**src/rtl/qr_pkg.sv**
```systemverilog
// Shared definitions for the QR row scheduler: default operand width,
// controller state encoding, packed-row column helper and fixed-point
// constants for the (20,10) operand format.
package qr_pkg;

  localparam int DATA_WIDTH = 20;
  localparam int D_WIDTH    = DATA_WIDTH;
  localparam int FRAC_BITS  = 10;

  localparam logic [D_WIDTH-1:0] FP_ONE  = D_WIDTH'(1 << FRAC_BITS);
  localparam logic [D_WIDTH-1:0] FP_ZERO = '0;

  typedef enum logic [1:0] {
    S_IDLE  = 2'd0,
    S_FEED  = 2'd1,
    S_FLUSH = 2'd2,
    S_OUT   = 2'd3
  } sched_state_t;

  // LSB position of column col in a row packed as col*width
  function automatic int col_lsb(input int col, input int width);
    return col * width;
  endfunction

endpackage

```
**src/rtl/qr_skew_line.sv**
```systemverilog
// Column skew for one systolic row. An accepted row lands in column 0 on
// the cycle after acceptance; each further column is loaded one cycle after
// its left neighbour. Every column register holds until its own next strobe,
// so a cell never sees its operand change early.
module qr_skew_line #(
  parameter int DATA_WIDTH = 20,
  parameter int N_COL      = 4
) (
  input  logic                        clk,
  input  logic                        rst,
  input  logic                        load,
  input  logic                        load_init,
  input  logic [N_COL*DATA_WIDTH-1:0] row_in,
  output logic [N_COL*DATA_WIDTH-1:0] cell_a,
  output logic [N_COL-1:0]            cell_vld,
  output logic [N_COL-1:0]            cell_init
);
  import qr_pkg::*;

  // Columns 1..N_COL-1 are consumed later than the accept cycle, so keep a
  // copy of them (and the first-row flag) until the next accepted row.
  logic [(N_COL-1)*DATA_WIDTH-1:0] row_lat;
  logic                            init_lat;

  // latch the upper columns and the first-row flag on every accepted row
  always_ff @(posedge clk) begin
    if (rst) begin
      row_lat  <= '0;
      init_lat <= 1'b0;
    end else if (load) begin
      row_lat  <= row_in[N_COL*DATA_WIDTH-1:DATA_WIDTH];
      init_lat <= load_init;
    end
  end

  for (genvar j = 0; j < N_COL; j++) begin : g_col
    logic                  fire;
    logic                  init_src;
    logic [DATA_WIDTH-1:0] src;
    logic [DATA_WIDTH-1:0] a_q;
    logic                  vld_q;
    logic                  init_q;

    if (j == 0) begin : g_head
      assign fire     = load;
      assign init_src = load_init;
      assign src      = row_in[col_lsb(0, DATA_WIDTH) +: DATA_WIDTH];
    end else begin : g_tail
      assign fire     = cell_vld[j-1];
      assign init_src = init_lat;
      assign src      = row_lat[col_lsb(j-1, DATA_WIDTH) +: DATA_WIDTH];
    end

    // per-column operand register with its one-cycle strobe and first-row flag
    always_ff @(posedge clk) begin
      if (rst) begin
        a_q    <= '0;
        vld_q  <= 1'b0;
        init_q <= 1'b0;
      end else begin
        vld_q  <= fire;
        init_q <= fire & init_src;
        if (fire) begin
          a_q <= src;
        end
      end
    end

    assign cell_a[col_lsb(j, DATA_WIDTH) +: DATA_WIDTH] = a_q;
    assign cell_vld[j]  = vld_q;
    assign cell_init[j] = init_q;
  end

endmodule

```
**src/rtl/qr_row_sched.sv**
```systemverilog
// Row sequencer for one Givens-rotation QR systolic row (GG cell + GR cells).
// Accepts N_ROW host rows paced ITER cycles apart, skews them across the
// cells, waits for the last column to finish rotating, then hands the R row
// to the host.
//
// Optional feature: define QR_ROW_SCHED_PERF_EN to add a 32-bit saturating
// cycle counter output (cyc_cnt) covering start to done.
//
// state   | meaning
// S_IDLE  | waiting for start, outputs idle
// S_FEED  | accepting rows, one per ITER cycles
// S_FLUSH | last row in flight, waiting for last column + ITER
// S_OUT   | R row presented, waiting for r_ready
module qr_row_sched #(
  parameter int DATA_WIDTH = qr_pkg::D_WIDTH,
  parameter int N_COL      = 4,
  parameter int N_ROW      = 8,
  parameter int ITER       = 12
) (
  input  logic                        clk,
  input  logic                        rst,
  input  logic                        start,
  input  logic                        in_valid,
  output logic                        in_ready,
  input  logic [N_COL*DATA_WIDTH-1:0] in_row,
  output logic [N_COL*DATA_WIDTH-1:0] cell_a,
  output logic [N_COL-1:0]            cell_vld,
  output logic [N_COL-1:0]            cell_init,
  input  logic [N_COL*DATA_WIDTH-1:0] r_in,
  output logic [N_COL*DATA_WIDTH-1:0] r_out,
  output logic                        r_valid,
  input  logic                        r_ready,
  output logic                        busy,
  output logic                        done
`ifdef QR_ROW_SCHED_PERF_EN
  ,
  output logic [31:0]                 cyc_cnt
`endif
);
  import qr_pkg::*;

  localparam int PH_W = $clog2(ITER + N_COL);
  localparam int RC_W = $clog2(N_ROW + 1);

  localparam logic [PH_W-1:0] PH_ITER  = PH_W'(ITER);
  // In FLUSH the phase counter restarts at 0 on the cycle after the last
  // accept, so this value marks the last column's strobe plus ITER cycles.
  localparam logic [PH_W-1:0] PH_FLUSH = PH_W'(ITER + N_COL - 1);
  localparam logic [RC_W-1:0] LAST_ROW = RC_W'(N_ROW - 1);

  sched_state_t    state_q;
  sched_state_t    state_d;
  logic [PH_W-1:0] phase_cnt;
  logic [RC_W-1:0] row_cnt;

  logic start_go;
  logic accept;
  logic last_accept;
  logic flush_end;
  logic r_xfer;

  // state register
  always_ff @(posedge clk) begin
    if (rst) begin
      state_q <= S_IDLE;
    end else begin
      state_q <= state_d;
    end
  end

  // next-state decode and handshake outputs
  always_comb begin
    state_d     = state_q;
    in_ready    = 1'b0;
    busy        = (state_q != S_IDLE);
    r_valid     = (state_q == S_OUT);
    start_go    = 1'b0;
    accept      = 1'b0;
    last_accept = 1'b0;
    flush_end   = 1'b0;
    r_xfer      = 1'b0;
    case (state_q)
      S_IDLE: begin
        start_go = start;
        if (start) begin
          state_d = S_FEED;
        end
      end
      S_FEED: begin
        in_ready    = (phase_cnt == '0) || (phase_cnt == PH_ITER);
        accept      = in_ready && in_valid;
        last_accept = accept && (row_cnt == LAST_ROW);
        if (last_accept) begin
          state_d = S_FLUSH;
        end
      end
      S_FLUSH: begin
        flush_end = (phase_cnt == PH_FLUSH);
        if (flush_end) begin
          state_d = S_OUT;
        end
      end
      S_OUT: begin
        r_xfer = r_ready;
        if (r_ready) begin
          state_d = S_IDLE;
        end
      end
      default: state_d = S_IDLE;
    endcase
  end

  // row pacing and row count; both restart at every start
  always_ff @(posedge clk) begin
    if (rst) begin
      phase_cnt <= '0;
      row_cnt   <= '0;
    end else if (start_go) begin
      phase_cnt <= '0;
      row_cnt   <= '0;
    end else if (accept) begin
      row_cnt   <= row_cnt + RC_W'(1);
      phase_cnt <= last_accept ? '0 : PH_W'(1);
    end else if ((state_q == S_FEED) && (phase_cnt != '0) && (phase_cnt != PH_ITER)) begin
      phase_cnt <= phase_cnt + PH_W'(1);
    end else if ((state_q == S_FLUSH) && !flush_end) begin
      phase_cnt <= phase_cnt + PH_W'(1);
    end
  end

  // result capture and completion pulse
  always_ff @(posedge clk) begin
    if (rst) begin
      r_out <= '0;
      done  <= 1'b0;
    end else begin
      done <= r_xfer;
      if (flush_end) begin
        r_out <= r_in;
      end
    end
  end

`ifdef QR_ROW_SCHED_PERF_EN
  // start-to-done cycle count, saturating, frozen while idle
  always_ff @(posedge clk) begin
    if (rst) begin
      cyc_cnt <= '0;
    end else if (start_go) begin
      cyc_cnt <= 32'd1;
    end else if (busy && (cyc_cnt != '1)) begin
      cyc_cnt <= cyc_cnt + 32'd1;
    end
  end
`endif

  qr_skew_line #(
    .DATA_WIDTH(DATA_WIDTH),
    .N_COL     (N_COL)
  ) u_skew (
    .clk      (clk),
    .rst      (rst),
    .load     (accept),
    .load_init(row_cnt == '0),
    .row_in   (in_row),
    .cell_a   (cell_a),
    .cell_vld (cell_vld),
    .cell_init(cell_init)
  );

endmodule

```
**config.mk**
```make
export PLATFORM = sky130hd
export DESIGN_NAME = qr_row_sched
export DESIGN_NICKNAME = d
export VERILOG_FILES = /design/src/rtl/qr_pkg.sv /design/src/rtl/qr_skew_line.sv /design/src/rtl/qr_row_sched.sv
export SDC_FILE = /design/constraint.sdc
export NUM_CORES = 1
export LEC_CHECK = 0
export CAP_MARGIN = 20
export CELL_PAD_IN_SITES_DETAIL_PLACEMENT = 1
export CELL_PAD_IN_SITES_GLOBAL_PLACEMENT = 1
export CORE_UTILIZATION = 31
export CTS_CLUSTER_SIZE = 14
export DETAILED_ROUTE_END_ITERATION = 10
export PLACE_DENSITY = 0.8
export SLEW_MARGIN = 20
export SYNTH_ARGS = -nofsm -noshare
export SYNTH_HDL_FRONTEND = slang
export SYNTH_SLANG_ARGS = --single-unit
export TNS_END_PERCENT = 5
```
**constraint.sdc**
```tcl
create_clock -name clk -period 2.25 [get_ports clk]
set_input_delay 0.225 -clock clk [delete_from_list [all_inputs] [get_ports clk]]
set_output_delay 0.225 -clock clk [all_outputs]
set_load 0.005 [all_outputs]
```
==> summary.md <==
| Metric | Value |
|---|---|
| Outcome | `finished clean` |
| Die Wd | `between 150 and 200 um` |
| Sw Pwr | `roughly 2.8 mW` |
| Final Critical Period | `approximately 2.1 ns` |
| Fmax | `approximately 0.47 GHz` |
| Syn avg cell area | `approximately 8.6 um^2` |
| Seq/Total Area, Yosys | `between 50% and 60%` |
| Number of max-cap violations | `0` |
| Worst reg-to-reg path cell count | `6` |
| Fin nets | `1487` |
| Post-synthesis cell type count | `36` |
| Iter 0 DRT Violations | `approximately 310` |
| H-tree levels | `1` |
| Async set or reset register ratio after synthesis | `0%` |
| Syn Inst Count | `between 1000 and 1500` |
| Combinational share of power | `around 16%` |
| Share of the synthesized area in the top cell type | `between 50% and 60%` |
| Slew HR | `between 50% and 60%` |
| Grt ovf | `0` |
| Worst-Skew Late Latency | `~0.53 ns` |
| Synth area leader | `dfxtp_1` |
| Max VDD drop | `538 uV` |
| R2R Setup Slk | `around 0.35 ns` |
| Worst path cell trace | `inv_1 > ha_2 > and3_1 > clkdlybuf4s50_1` |
| Vias in the first global route | `roughly 8300` |
| Setup Skew | `between 0.015 and 0.02 ns` |
| P per Cell Area | `around 830 nW/um^2` |
| P_int | `around 8 mW` |
| Initial Utilization | `31.8%` |
| Area of the multi-input gates | `about 3400 um^2` |
| Post-synth EDFFs | `0` |
| Drt drc | `0` |
| Crit path arrival time | `between 1.5 and 2 ns` |
| Worst path slowest cell | `clkdlybuf4s50_1` |
| CTS clk-pin slew, worst paths | `0.06 ns` |
| Boundary pin count | `337` |
| Inst Count DP | `~1700` |
| Total negative slack | `0 ns` |
| Initial antenna violation count | `1` |
| Die Y | `roughly 170 um` |
| Setup violators final | `0` |
| Critical path endpoint category | `output port` |
| Worst Hold End | `u_skew.g_col[2].a_q[2]$_SDFFE_PP0P_` |
| Worst path required time | `between 2 and 2.5 ns` |
| Via density | `4.61` |
| Bufs on Longest Clock Path | `3` |
| Largest net degree at the start of global routing | `113` |
| TritonCTS Sinks | `240` |
| ANT nets after route | `0` |
| Pre-Repair DR Iteration Count | `4` |
| Sequential share of power | `around 42%` |
| Filler cell count | `slightly above 3000` |
| Register bit total from synthesis | `240` |
| Mapped Nets | `roughly 1200` |
| CORE AREA | `27100 um^2` |
| Global-route wire length before repair | `roughly 44 mm` |
| Reg-to-reg endpoint | `state_q[0]$_SDFFE_PP0P_` |
| Cell Area, Synth | `approximately 8600 um^2` |
| Clock power frac | `a little over two fifths` |
| Critical path fanouts, max | `5` |
| Fin cells | `1706` |
| Hold path start | `rst` |
| Ys flop type | `dfxtp_1` |
| Hold WS | `0.0775 ns` |
| CTS Hold Bufs | `0` |
| Final wirelength | `~28 mm` |
| Worst hold path type | `input pin to flop` |
| CP Launch Type | `flop` |
| Layout area overhead | `54.6%` |
| Final hold vios | `0` |
| CTS Buf Count | `27` |
| Crit path kind | `flop to output port` |
| Total track usage | `19.5%` |
| RSZ-0062 raised after global routing | `false` |
| DR vias | `between 7000 and 8000` |
| Crit-path max cell delay | `0.52 ns` |
| CTS tree | `yes` |
| Die Area | `about 28000 um^2` |
| Reg2reg start | `state_q[0]$_SDFFE_PP0P_` |
| Layout cell share with drive strength beyond 1 | `around 5.6%` |
| Top cells by area, synth | `dfxtp_1 56%, nand2_1 14%, a21oi_1 9.7%, mux2i_1 7.0%, nor2_1 3.0%` |
| Num rows | `60` |
| IO Port Bufs | `between 300 and 400` |
| GP Congestion | `roughly 0.73` |
| Storage element area | `4810 um^2` |
| Max Slew Vio Count | `0` |
| Leak pwr | `roughly 4.5 nW` |
| Hold Path Depth | `2` |
| CTS root buffer | `clkbuf_16` |
| Final period utilization | `approximately 94%` |
| Sw frac | `25.5%` |
| Yosys warns | `0` |
| Post-DP HPWL | `between 15 and 20 mm` |
| Worst Tran Pin Value | `around 0.62 ns` |
| Routed length per placed instance | `~17 um` |
placed cells by master (no fill, tap or decap), types with 2 or more instances in the layout:
cell type / synthesis / routed
o21ai_0: 4 / 4
nand3_1: 6 / 6
inv_1: 12 / 12
clkinvlp_4: 0 / 3
o211ai_1: 2 / 2
nand4_1: 2 / 2
clkinv_2: 0 / 4
clkbuf_1: 37 / 5
bufinv_16: 0 / 5
ha_2: 0 / 2
clkbuf_8: 0 / 4
mux2i_1: 60 / 60
nor2b_1: 4 / 4
and2_1: 6 / 6
xor2_1: 2 / 2
buf_12: 0 / 11
dfxtp_2: 0 / 2
a21oi_1: 167 / 167
and3_1: 4 / 3
dfxtp_1: 240 / 238
buf_4: 10 / 10
clkdlybuf4s50_1: 0 / 335
ha_1: 8 / 6
nor2_1: 68 / 67
clkbuf_16: 0 / 27
nand2_1: 326 / 326
area by class of cell:
cell class / count / area share [%]
clock buffers: 36 / 5.63
flip-flops and latches: 240 / 36.1
inverters: 12 / 0.338
diodes: 1 / 0.0188
multi-input cells: 676 / 25.5
well taps: 372 / 3.49
repair buffers: 357 / 27.5
clock inverters: 12 / 1.45
power groups by stage:
stage	sequential, mW	clock [mW]	combinational, mW
after detailed placement	4.77	0	1.73
after global placement	4.75	0	1.69
after floorplan	4.71	0	0.950
after global routing	4.70	4.98	1.90
after CTS	4.67	4.80	1.74
final	4.67	4.67	1.71
cells by family after synthesis:
kind of cell | synth area share [%]
XOR/XNOR | 0.494
AO/OA/AOI/OAI | 11.3
adder cells (fa/ha/maj) | 1.16
AND/OR/NAND/NOR | 19.1
buffers and inverters | 5.23
multiplexers | 6.97
flip-flops | 55.8
worst max-delay path: cells and delay by family (launching register included):
kind	cells	cell delay (ns)
AND/OR/NAND/NOR	1	0.17
flip-flops	1	0.33
buffers and inverters	2	0.63
adder cells (fa/ha/maj)	1	0.24
stage by stage:
| step | utilization [%] | cell area (um^2) | power [mW] | worst slack [ns] |
|---|---|---|---|---|
| finish | 49.1 | 13300 | 11.1 | 0.130 |
| global route | 49.1 | 13300 | 11.6 | 0.0134 |
| CTS | 49.1 | 13300 | 11.2 | 0.00214 |
| detailed placement | 45.6 | 12400 | 6.49 | 0.349 |
| global placement | 45.6 | 12400 | 6.43 | 0.418 |
| floorplan | - | 8620 | 5.66 | 0.607 |
how the worst max path moves through the flow:
stage | startpoint | end | cells after the start | slack (ns)
finish | state_q[1]$_SDFFE_PP0P_ | in_ready | 4 | 0.13
global route | state_q[0]$_SDFFE_PP0P_ | busy | 4 | 0.01
CTS | phase_cnt[2]$_SDFFE_PP0P_ | in_ready | 3 | 0.002
detailed placement | state_q[0]$_SDFFE_PP0P_ | state_q[0]$_SDFFE_PP0P_ | 6 | 0.35
global placement | phase_cnt[1]$_SDFFE_PP0P_ | r_out[56]$_SDFFE_PP0P_ | 5 | 0.42
floorplan | state_q[1]$_SDFFE_PP0P_ | u_skew.row_lat[30]$_SDFFE_PP0P_ | 9 | 0.61
registers in the layout (all words and copies together), names as in the netlist:
name                   count
u_skew.g_col.init_q        4
u_skew.g_col.init_src      1
u_skew.g_col.a_q          80
u_skew.g_col.vld_q         4
done                       1
r_out                     80
u_skew.row_lat            60
phase_cnt                  4
state_q                    2
row_cnt                    4
metal layers:
layer  wire (um)  vias to the layer above  share of wire (%)  track usage (%)
met1       11300                     3707                 40             21.4
met2       13800                      250                 48             34.5
met3        2690                       46                9.5             7.34
met5           0                        -                  0                0
met4         653                        0                2.3             6.09
li1            -                     3869                  -                -
Yosys cell counts (2+ instances only):
library cell and number:
nand4_1 2, dfxtp_1 240, o211ai_1 2, buf_4 10, and3_1 4, buf_2 21
buf_6 6, buf_1 5, xor2_1 2, inv_1 12, a21oi_1 167, nor2b_1 4
nand3_1 6, clkbuf_1 37, mux2i_1 60, and2_1 6, nand2_1 326, nor2_1 68
o21ai_0 4, nand3_2 2, ha_1 8
what timing repair did:
item                                    in CTS  in global routing
endpoints found under the setup margin       1                  1
resized for setup                            0                  5
pin swaps                                    1                  1
buffers inserted                             0                  0
cloned                                       0                  0
Power figures use the tool's default switching activity.
